$ cat src/rtl/llr_branch_buffer_pkg.sv
// Shared types and helpers for the LLR branch buffer: FSM state encoding,
// default depth and the modular index distance used by the read hit test.
package llr_branch_buffer_pkg;

    typedef enum logic [1:0] {
        IDLE = 2'd0,
        RUN  = 2'd1,
        OVF  = 2'd2
    } buf_state_t;

    localparam int DEPTH_LOG2_DEFAULT = 8;
    localparam int DEPTH              = 2 ** DEPTH_LOG2_DEFAULT;

    // (a - b) mod 2**w, computed on a 32-bit carrier so it serves any index width
    function automatic logic [31:0] mod_dist(input logic [31:0] a, input logic [31:0] b,
                                             input int w);
        logic [31:0] mask;
        mask = (32'd1 << w) - 32'd1;
        return (a - b) & mask;
    endfunction

endpackage

$ cat src/rtl/llr_branch_buffer_ram.sv
// Simple dual-port RAM: one write port, one registered read port that holds
// its output when no read is issued. Read-during-write returns the old word.
module branch_ram #(
    parameter int DATA_W = 12,
    parameter int ADDR_W = 8
) (
    input  logic              clk,
    input  logic              reset,
    input  logic              wr_en,
    input  logic [ADDR_W-1:0] wr_addr,
    input  logic [DATA_W-1:0] wr_data,
    input  logic              rd_en,
    input  logic [ADDR_W-1:0] rd_addr,
    output logic [DATA_W-1:0] rd_data
);

    logic [DATA_W-1:0] mem [2**ADDR_W];

    always_ff @(posedge clk) begin
        if (wr_en) mem[wr_addr] <= wr_data;
    end

    always_ff @(posedge clk) begin
        if (reset)      rd_data <= '0;
        else if (rd_en) rd_data <= mem[rd_addr];
    end

endmodule

$ cat src/rtl/llr_branch_buffer.sv
// Packs the serial LLR stream into CODE_N-wide branch words held in a circular
// RAM with random-access reads. Optional stats ports: LLR_BRANCH_BUF_STATS_EN.
module llr_branch_buffer
    import llr_branch_buffer_pkg::*;
#(
    parameter int LLR_WIDTH    = 6,
    parameter int CODE_N       = 2,
    parameter int DEPTH_LOG2   = 8,
    parameter int IDX_WIDTH    = 16,
    parameter int AFULL_MARGIN = 16
) (
    input  logic                          i_clk,
    input  logic                          i_reset,
    input  logic                          i_sync,
    input  logic [LLR_WIDTH-1:0]          i_llr,
    input  logic                          i_llr_valid,
    input  logic                          i_rd_en,
    input  logic [IDX_WIDTH-1:0]          i_rd_idx,
    input  logic                          i_release,
    output logic [CODE_N*LLR_WIDTH-1:0]   o_rd_data,
    output logic                          o_rd_valid,
    output logic                          o_rd_miss,
    output logic [IDX_WIDTH-1:0]          o_head_idx,
    output logic [IDX_WIDTH-1:0]          o_tail_idx,
    output logic [DEPTH_LOG2:0]           o_count,
`ifdef LLR_BRANCH_BUF_STATS_EN
    output logic [DEPTH_LOG2:0]           o_max_fill,
    output logic [15:0]                   o_ovf_cnt,
`endif
    output logic                          o_afull,
    output logic                          o_overflow
);

    localparam int PW = (CODE_N > 1) ? $clog2(CODE_N) : 1;
    localparam logic [PW-1:0]         LAST = PW'(CODE_N - 1);
    localparam logic [DEPTH_LOG2:0]   FULL = (DEPTH_LOG2+1)'(2 ** DEPTH_LOG2);

    buf_state_t                          state;
    logic [IDX_WIDTH-1:0]                head, tail;
    logic [DEPTH_LOG2:0]                 count;
    logic [PW-1:0]                       pack_cnt;
    logic [CODE_N-1:0][LLR_WIDTH-1:0]    pack_buf;
    logic [CODE_N-1:0][LLR_WIDTH-1:0]    wr_word;
    logic                                rel, take, done, wr, ovf_ev, hit;
    logic [DEPTH_LOG2:0]                 free;

    assign rel    = i_release && (count != '0);
    assign take   = i_llr_valid && (state != IDLE) && !i_sync;
    assign done   = take && (pack_cnt == LAST);
    // A full buffer may still accept a branch if the same cycle frees one
    assign wr     = done && (state == RUN) && ((count != FULL) || rel);
    assign ovf_ev = done && (state == RUN) && (count == FULL) && !rel;
    assign hit    = mod_dist(32'(i_rd_idx), 32'(tail), IDX_WIDTH) < 32'(count);
    assign free   = FULL - count;

    always_comb begin
        wr_word = pack_buf;
        wr_word[CODE_N-1] = i_llr;
    end

    branch_ram #(
        .DATA_W (CODE_N*LLR_WIDTH),
        .ADDR_W (DEPTH_LOG2)
    ) u_ram (
        .clk     (i_clk),
        .reset   (i_reset),
        .wr_en   (wr && !i_reset),
        .wr_addr (head[DEPTH_LOG2-1:0]),
        .wr_data (wr_word),
        .rd_en   (i_rd_en && hit && !i_reset),
        .rd_addr (i_rd_idx[DEPTH_LOG2-1:0]),
        .rd_data (o_rd_data)
    );

    always_ff @(posedge i_clk) begin
        if (i_reset) begin
            state      <= IDLE;
            head       <= '0;
            tail       <= '0;
            count      <= '0;
            pack_cnt   <= '0;
            pack_buf   <= '0;
            o_rd_valid <= 1'b0;
            o_rd_miss  <= 1'b0;
            o_afull    <= 1'b0;
            o_overflow <= 1'b0;
        end else begin
            o_rd_valid <= i_rd_en && hit;
            o_rd_miss  <= i_rd_en && !hit;
            o_afull    <= 32'(free) <= AFULL_MARGIN;
            if (i_sync) begin
                state    <= RUN;
                head     <= '0;
                tail     <= '0;
                count    <= '0;
                pack_cnt <= '0;
            end else begin
                if (take) begin
                    pack_buf[pack_cnt] <= i_llr;
                    pack_cnt           <= done ? '0 : pack_cnt + PW'(1);
                end
                if (wr)  head <= head + IDX_WIDTH'(1);
                if (rel) tail <= tail + IDX_WIDTH'(1);
                if (wr && !rel)      count <= count + (DEPTH_LOG2+1)'(1);
                else if (rel && !wr) count <= count - (DEPTH_LOG2+1)'(1);
                if (ovf_ev) begin
                    state      <= OVF;
                    o_overflow <= 1'b1;
                end
            end
        end
    end

    assign o_head_idx = head;
    assign o_tail_idx = tail;
    assign o_count    = count;

`ifdef LLR_BRANCH_BUF_STATS_EN
    // Dropped branches are still packed while in OVF so they can be counted
    logic drop;
    assign drop = done && ((state == OVF) || ovf_ev);

    always_ff @(posedge i_clk) begin
        if (i_reset) begin
            o_max_fill <= '0;
            o_ovf_cnt  <= '0;
        end else begin
            if (count > o_max_fill) o_max_fill <= count;
            if (drop && (o_ovf_cnt != 16'hFFFF)) o_ovf_cnt <= o_ovf_cnt + 16'd1;
        end
    end
`endif

endmodule

$ cat config.mk
export PLATFORM = sky130hd
export DESIGN_NAME = llr_branch_buffer
export DESIGN_NICKNAME = d
export VERILOG_FILES = /design/src/rtl/llr_branch_buffer_pkg.sv /design/src/rtl/llr_branch_buffer_ram.sv /design/src/rtl/llr_branch_buffer.sv
export SDC_FILE = /design/constraint.sdc
export NUM_CORES = 2
export LEC_CHECK = 0
export CAP_MARGIN = 20
export CORE_AREA = 2 2 556 834
export CTS_BUF_LIST = sky130_fd_sc_hd__clkbuf_8
export DETAILED_ROUTE_END_ITERATION = 8
export DIE_AREA = 0 0 558 836
export PLACE_DENSITY = 0.39
export SLEW_MARGIN = 0
export SYNTH_ARGS = -nofsm -noshare
export SYNTH_HDL_FRONTEND = slang
export SYNTH_SLANG_ARGS = --single-unit
$ cat constraint.sdc
create_clock -name i_clk -period 5.25 [get_ports i_clk]
set_input_delay 1.05 -clock i_clk [delete_from_list [all_inputs] [get_ports i_clk]]
set_output_delay 1.05 -clock i_clk [all_outputs]
set_load 0.05 [all_outputs]
# == After elaboration in Yosys (flattened, before gate mapping) ==
# Memories as Yosys holds them, arrays and structs flattened. A register that Yosys moved wholly into a read port is not among the register bits.
# Index checks and enable logic that the tools add are counted.
# classes
bitwise,1
n_eq_ne,3
reduce_logical,28
muxes,10
addsub,7
magnitude_cmp,4
# ops
cell,n
16-bit by 1-bit adder with 16-bit output (second input constant),2
9-bit 2-to-1 mux,2
16-bit by 9-bit < comparator with 1-bit output,1
16-bit subtractor,1
1-bit logical AND,15
12-bit bitwise mux,1
9-bit by 1-bit adder with 9-bit output (second input constant),1
9-bit equality test (second input constant),1
9-bit by 5-bit less-or-equal comparator with 1-bit output (second input constant),1
9-bit inequality test (second input constant),1
9-bit nonzero test,1
9-bit by 1-bit subtractor with 9-bit output (second input constant),1
9-bit subtractor (first input constant),1
6-bit demux with 1-bit select,1
6-bit 2-to-1 mux,1
2-bit nonzero test,3
1-bit logical NOT,5
1-bit 2-to-1 mux,5
2-bit AND reduction,2
2-bit by 1-bit equality test with 1-bit output (second input constant),1
1-bit by 2-bit < comparator with 1-bit output (second input constant),1
2-bit OR reduction,1
1-bit adder (second input constant),1
1-bit >= comparator (second input constant),1
2 further kinds,2
# word_totals
n_memories,1
ff_bits,60
mem_bits_rw,3072
wordCells,66
inputBits,28
output_inout_bits,57
# memory_table
name,depth,word_bits,read_ports,rd_ports_with_merged_regs,write_ports,line_no,text
u_ram.mem,256,12,1,1,1,llr_branch_buffer_ram.sv:17,logic [DATA_W-1:0] mem [2**ADDR_W];

# == Logic depth before layout (Yosys ltp) ==
# depth
word_depth,10
depth_mapped,24
mapped_depth_nobuf,19

# == Cells and area by module ==
# A second synthesis with hierarchy kept.
# hier_totals
hier_cells,6138
hier_area_um2,123365.8
# by_module_without_submodules
module,seq_area_each_um2,instances,cells_each,area_per_inst_um2
branch_ram,92488.7,1,5698,119818.7
llr_branch_buffer,1081.0,1,440,3547.2

# == Worst setup path before layout ==
# Ideal clock, no wire load.
# synth_path
kind,input -> register
start,input port i_rd_idx[0]
end,"register u_ram.rd_data[0], read port of u_ram.mem"
t_required_ns,5.129
setup_slack_ns,-0.219
arrival_time_ns,5.348
cell_stages,23
setup_ns,0.121
path_buffers,8
cell_sequence,buf_6 buf_12 buf_8 buf_8 buf_6 buf_6 buf_4 inv_1 ha_1 fa_1 nor2b_1 o211ai_1 a31oi_1 nor2_1 ha_1 nand4_1 o211ai_1 o221ai_1 o211a_1 o2111ai_1 nor3_1 buf_2 mux2_2
# synth_between
elab_chain_cells,4
# synth_lines
element,line_no,text
start: declaration,llr_branch_buffer.sv:18,"input logic [IDX_WIDTH-1:0] i_rd_idx,"
16-bit subtractor,llr_branch_buffer_pkg.sv:19,return (a - b) & mask;
16-bit by 9-bit < comparator with 1-bit output,llr_branch_buffer.sv:53,"assign hit = mod_dist(32'(i_rd_idx), 32'(tail), IDX_WIDTH) < 32'(count);"
1-bit logical AND (2 in series),llr_branch_buffer.sv:70,".rd_en (i_rd_en && hit && !i_reset),"
end: declaration,llr_branch_buffer_ram.sv:14,output logic [DATA_W-1:0] rd_data
# Several ways; a longest one is shown, not always the timed one.
# A chain may end at the register's enable or synchronous reset.

# == Worst setup path after layout ==
# layout_path
start,"register count[6], in the netlist o_count[6]"
end,"register count[8], in the netlist o_count[8]"
# layout_between
elab_chain_cells,7
elab_cells_between_ends,14
classes_between,add/sub (2); eq/ne (1); mux (2); reduce/logical (9)
# layout_lines
element,line_no,text
start: declaration,llr_branch_buffer.sv:40,logic [DEPTH_LOG2:0] count;
start signal: assignment,llr_branch_buffer.sv:104,if (wr && !rel) count <= count + (DEPTH_LOG2+1)'(1);
start signal: assignment,llr_branch_buffer.sv:105,else if (rel && !wr) count <= count - (DEPTH_LOG2+1)'(1);
branches (longest 7 deep; another with 9-bit by 1-bit subtractor with 9-bit output),n/a,
# Several ways; the timed one is not identified. The select of a mux whose other input is x is not followed.

==> metrics.md <==
| Metric | Value |
|---|---|
| Fill count | ~45000 |
| Die outline area | 0.466 sq mm |
| First-pass GRT wire length | about 580000 um |
| Remaining antenna violation count after routing | 0 |
| R2r startpoint | o_count[6] |
| Final Setup Violations | 0 |
| Avg Inst Size Synth | 19.5 sq um |
| Dpl cells | between 10000 and 15000 |
| Routed len/inst | 30.6 um |
| Number of synthesized register bits | 3138 |
| Rel. slew slack | less than 1% |
| Hold Vio Cnt, Final | 0 |
| Ys Warns | 0 |
| CP Launch Point | o_count[6] |
| Clk slew on worst S/H paths | approximately 60 ps |
| Clk_skew | between 100 and 150 ps |
| Initial Util | a little over a quarter |
| Clk sinks | ~3100 |
| Post-synth ARST share | 0% |
| Mapped Cells | around 6300 |
| Most common cell in the netlist | edfxtp_1 |
| Crit path max fanout | 9 |
| Worst-Margin Slew | 1500 ps |
| Reg-to-reg setup timing slack | 1190 ps |
| Vias in the first global route | just under 70000 |
| Top cells by count, synth | edfxtp_1 (3072), mux2i_1 (557), mux4_2 (525) |
| Row count | a little over 300 |
| Area leader, netlist | edfxtp_1 |
| Final setup margin | roughly 1200 ps |
| Antenna violations before repair | 30 |
| Design area | roughly 0.15 sq mm |
| Outcome | finished, final reports clean |
| Library cells used by synthesis | 83 |
| Detailed-route DRC error count | 0 |
| Mapped Area | 0.123 sq mm |
| Via count | about 65000 |
| Cell-by-cell trace of the critical path | inv_1 > nand4_1 > nor2_1 > ha_1 > nor2b_1 > inv_2 > a21o_1 > inv_1 > ha_1 > inv_1 > ha_1 > nor2b_1 > o21ai_0 > a21boi_0 > o21ai_0 > a21oi_1 > xnor2_1 > or3_1 > a21oi_1 |
| WL final | 424000 um |
| GR Overflow Total | 0 |
| Hold Crit Class | in -> reg |
| Overall Global Routing Usage | roughly 18% |
| Final nets | 7357 |
| R2r worst-path depth | 19 |
| Setup Buffers After CTS | 0 |
| Synth top area share | between 70% and 80% |
| Final GP Congestion | approximately 0.84 |
| Max stage delay on crit path | 370 ps |
| Peak supply drop | between 200 and 250 uV |
| CTS max path bufs | 4 |
| Post-synth EDFFs | a little over 3000 |
| Top Family by Delay on Critical Path | compound AO/OA/AOI/OAI gates |
| Io pins | 85 |
| Largest net degree at the start of global routing | around 170 |
| DR iter-0 viols | between 4000 and 5000 |
| Critical path launch point type | flip-flop |
| Fin Setup TNS | 0 ps |
| CTS Buf Count | roughly 480 |
| Worst path buffer plus inverter count | 4 |
| Synthesis-to-finish area growth | 17.6% |
| Setup WS pre-CTS | approximately 140 ps |
| Crit. End Element | flip-flop |
| Final Cycle Share | slightly below 80% |
| Max-Cap Viols | 0 |
| Worst path slowest cell | dfxtp_1 |
| Max Freq | 0.246 GHz |
| CP arrival | around 5100 ps |
| Ys flop type | edfxtp_1 |
| Critical Path End | o_count[8] |
| Worst skew pair latency | roughly 1200 ps |
| Final Instance Count excl. Fillers | 13900 |
| Leakage Power | between 0.04 and 0.05 uW |
| Critical path class | reg -> reg |
| Ranking of synthesized cells by area | edfxtp_1 (75%), mux4_2 (9.6%), mux2i_1 (4.5%) |
| Power Dens Cells | 343 mW/mm^2 |
| Critical path depth | 19 |
| Core area | ~0.46 sq mm |
| Post-DP HPWL | about 280000 um |
| Register area share after synthesis | 75.8% |
| Die X | roughly 560 um |
| Cts hold-fix bufs | 0 |
| CTS tree | yes |
| H-tree levels | 5 |
| Die Ht | around 840 um |
| DRT Pass-1 Iters | 8 |
| Layout cells sized above 1 | 25.2% |
| Slew Limit Fails | 0 |
| Via density | 4.71 |
| Overall power | around 50000 uW |
| Cell Area, Placed | between 0.1 and 0.15 sq mm |
| Worst endpoint required time | roughly 6300 ps |
| Number of port buffers | 84 |
| Syn_nets | 6408 |
| Post-CTS Resized | 0 |
| Reg-to-Reg End | o_count[8] |
| Clock root buffer | clkbuf_8 |
| Final min period | 4060 ps |
| RSZ-0062 raised after global routing | false |
-- area by class of cell --
cell class	count	area, sq um	share of cell area, %
inverters	46	180	0.124
flip-flops and latches	3138	93600	64.5
multi-input cells	2792	27600	19.0
well taps	6140	7680	5.29
diodes	41	103	0.0707
clock inverters	381	1890	1.30
clock buffers	489	6730	4.64
repair buffers	827	7420	5.11
-- sequential cells by signal (all words and copies together) (netlist names), 2 cells and up --
signal,cells
pack_buf,6
u_ram.rd_data,12
u_ram.mem,3072
o_count,9
o_tail_idx,16
o_head_idx,16
state,2
-- report_power, final --
group	leakage [uW]	internal, uW	switching, uW
registers	0.0260	27400	72.3
clock network	0.00506	9130	9900
logic	0.0139	1130	2070
total	0.0450	37700	12000
-- metal layers --
layer | track usage (%) | vias to the layer above | share of wire, % | wire, um
met2 | 33.2 | 1701 | 54 | 227000
met4 | 8.38 | 2 | 5.1 | 21700
met3 | 2.34 | 618 | 4.0 | 16800
li1 | - | 28000 | - | -
met1 | 19.9 | 35000 | 37 | 158000
met5 | 0 | - | 0.0031 | 13
-- layout by cell type (no fill, tap or decap), drive strengths merged, types with 9 or more instances in the layout --
master,synthesis,layout
ha,38,38
edfxtp,3072,3072
and3,17,17
o31ai,15,15
nor2b,21,21
diode,0,41
nand2b,17,17
nor2,426,426
a22oi,21,21
clkdlybuf4s50,0,73
xnor2,29,29
mux2,18,18
bufinv,0,10
nand3,60,60
nand2,184,184
o22ai,163,163
mux2i,557,557
o21ai,108,108
nor3,80,80
dfxtp,66,66
nor4,24,24
nand4,24,24
o211ai,9,9
mux4,526,526
or3,26,26
a21oi,90,90
and2,20,20
a21o,10,10
o221ai,97,97
o311ai,9,9
clkinv,1,189
inv,45,222
a2111oi,30,30
buf,213,754
a211oi,71,71
xor2,14,14
clkbuf,151,489
-- logic make-up after synthesis --
family / Yosys count / synth area share, %
xor gates and xnor gates: 43 / 0.305
DFF: 3138 / 75.8
and+or+nand+nor: 940 / 3.45
muxes: 1101 / 14.3
buffers and inverters: 410 / 2.02
AOI/OAI and AO/OA: 668 / 3.70
adders and majority gates: 40 / 0.418
-- through the flow --
stage	util [%]	hold WS [ps]
5_1_grt	31.6	256
3_5_place_dp	29.7	445
4_1_cts	31.6	193
2_1_floorplan	-	435
3_3_place_gp	29.7	439
6_report	31.6	342
-- worst min path at each step --
| stage | endpoint | from | cells after the start |
|---|---|---|---|
| finish | u_ram.mem[157][9] | i_llr[3] | 1 |
| CTS | u_ram.mem[157][9] | i_llr[3] | 1 |
| global route | u_ram.mem[157][9] | i_llr[3] | 1 |
| detailed placement | o_overflow | o_overflow | 2 |
| floorplan | state[1] | state[1] | 2 |
| global placement | o_overflow | o_overflow | 2 |
No activity file was read; power rests on OpenSTA's default activity.
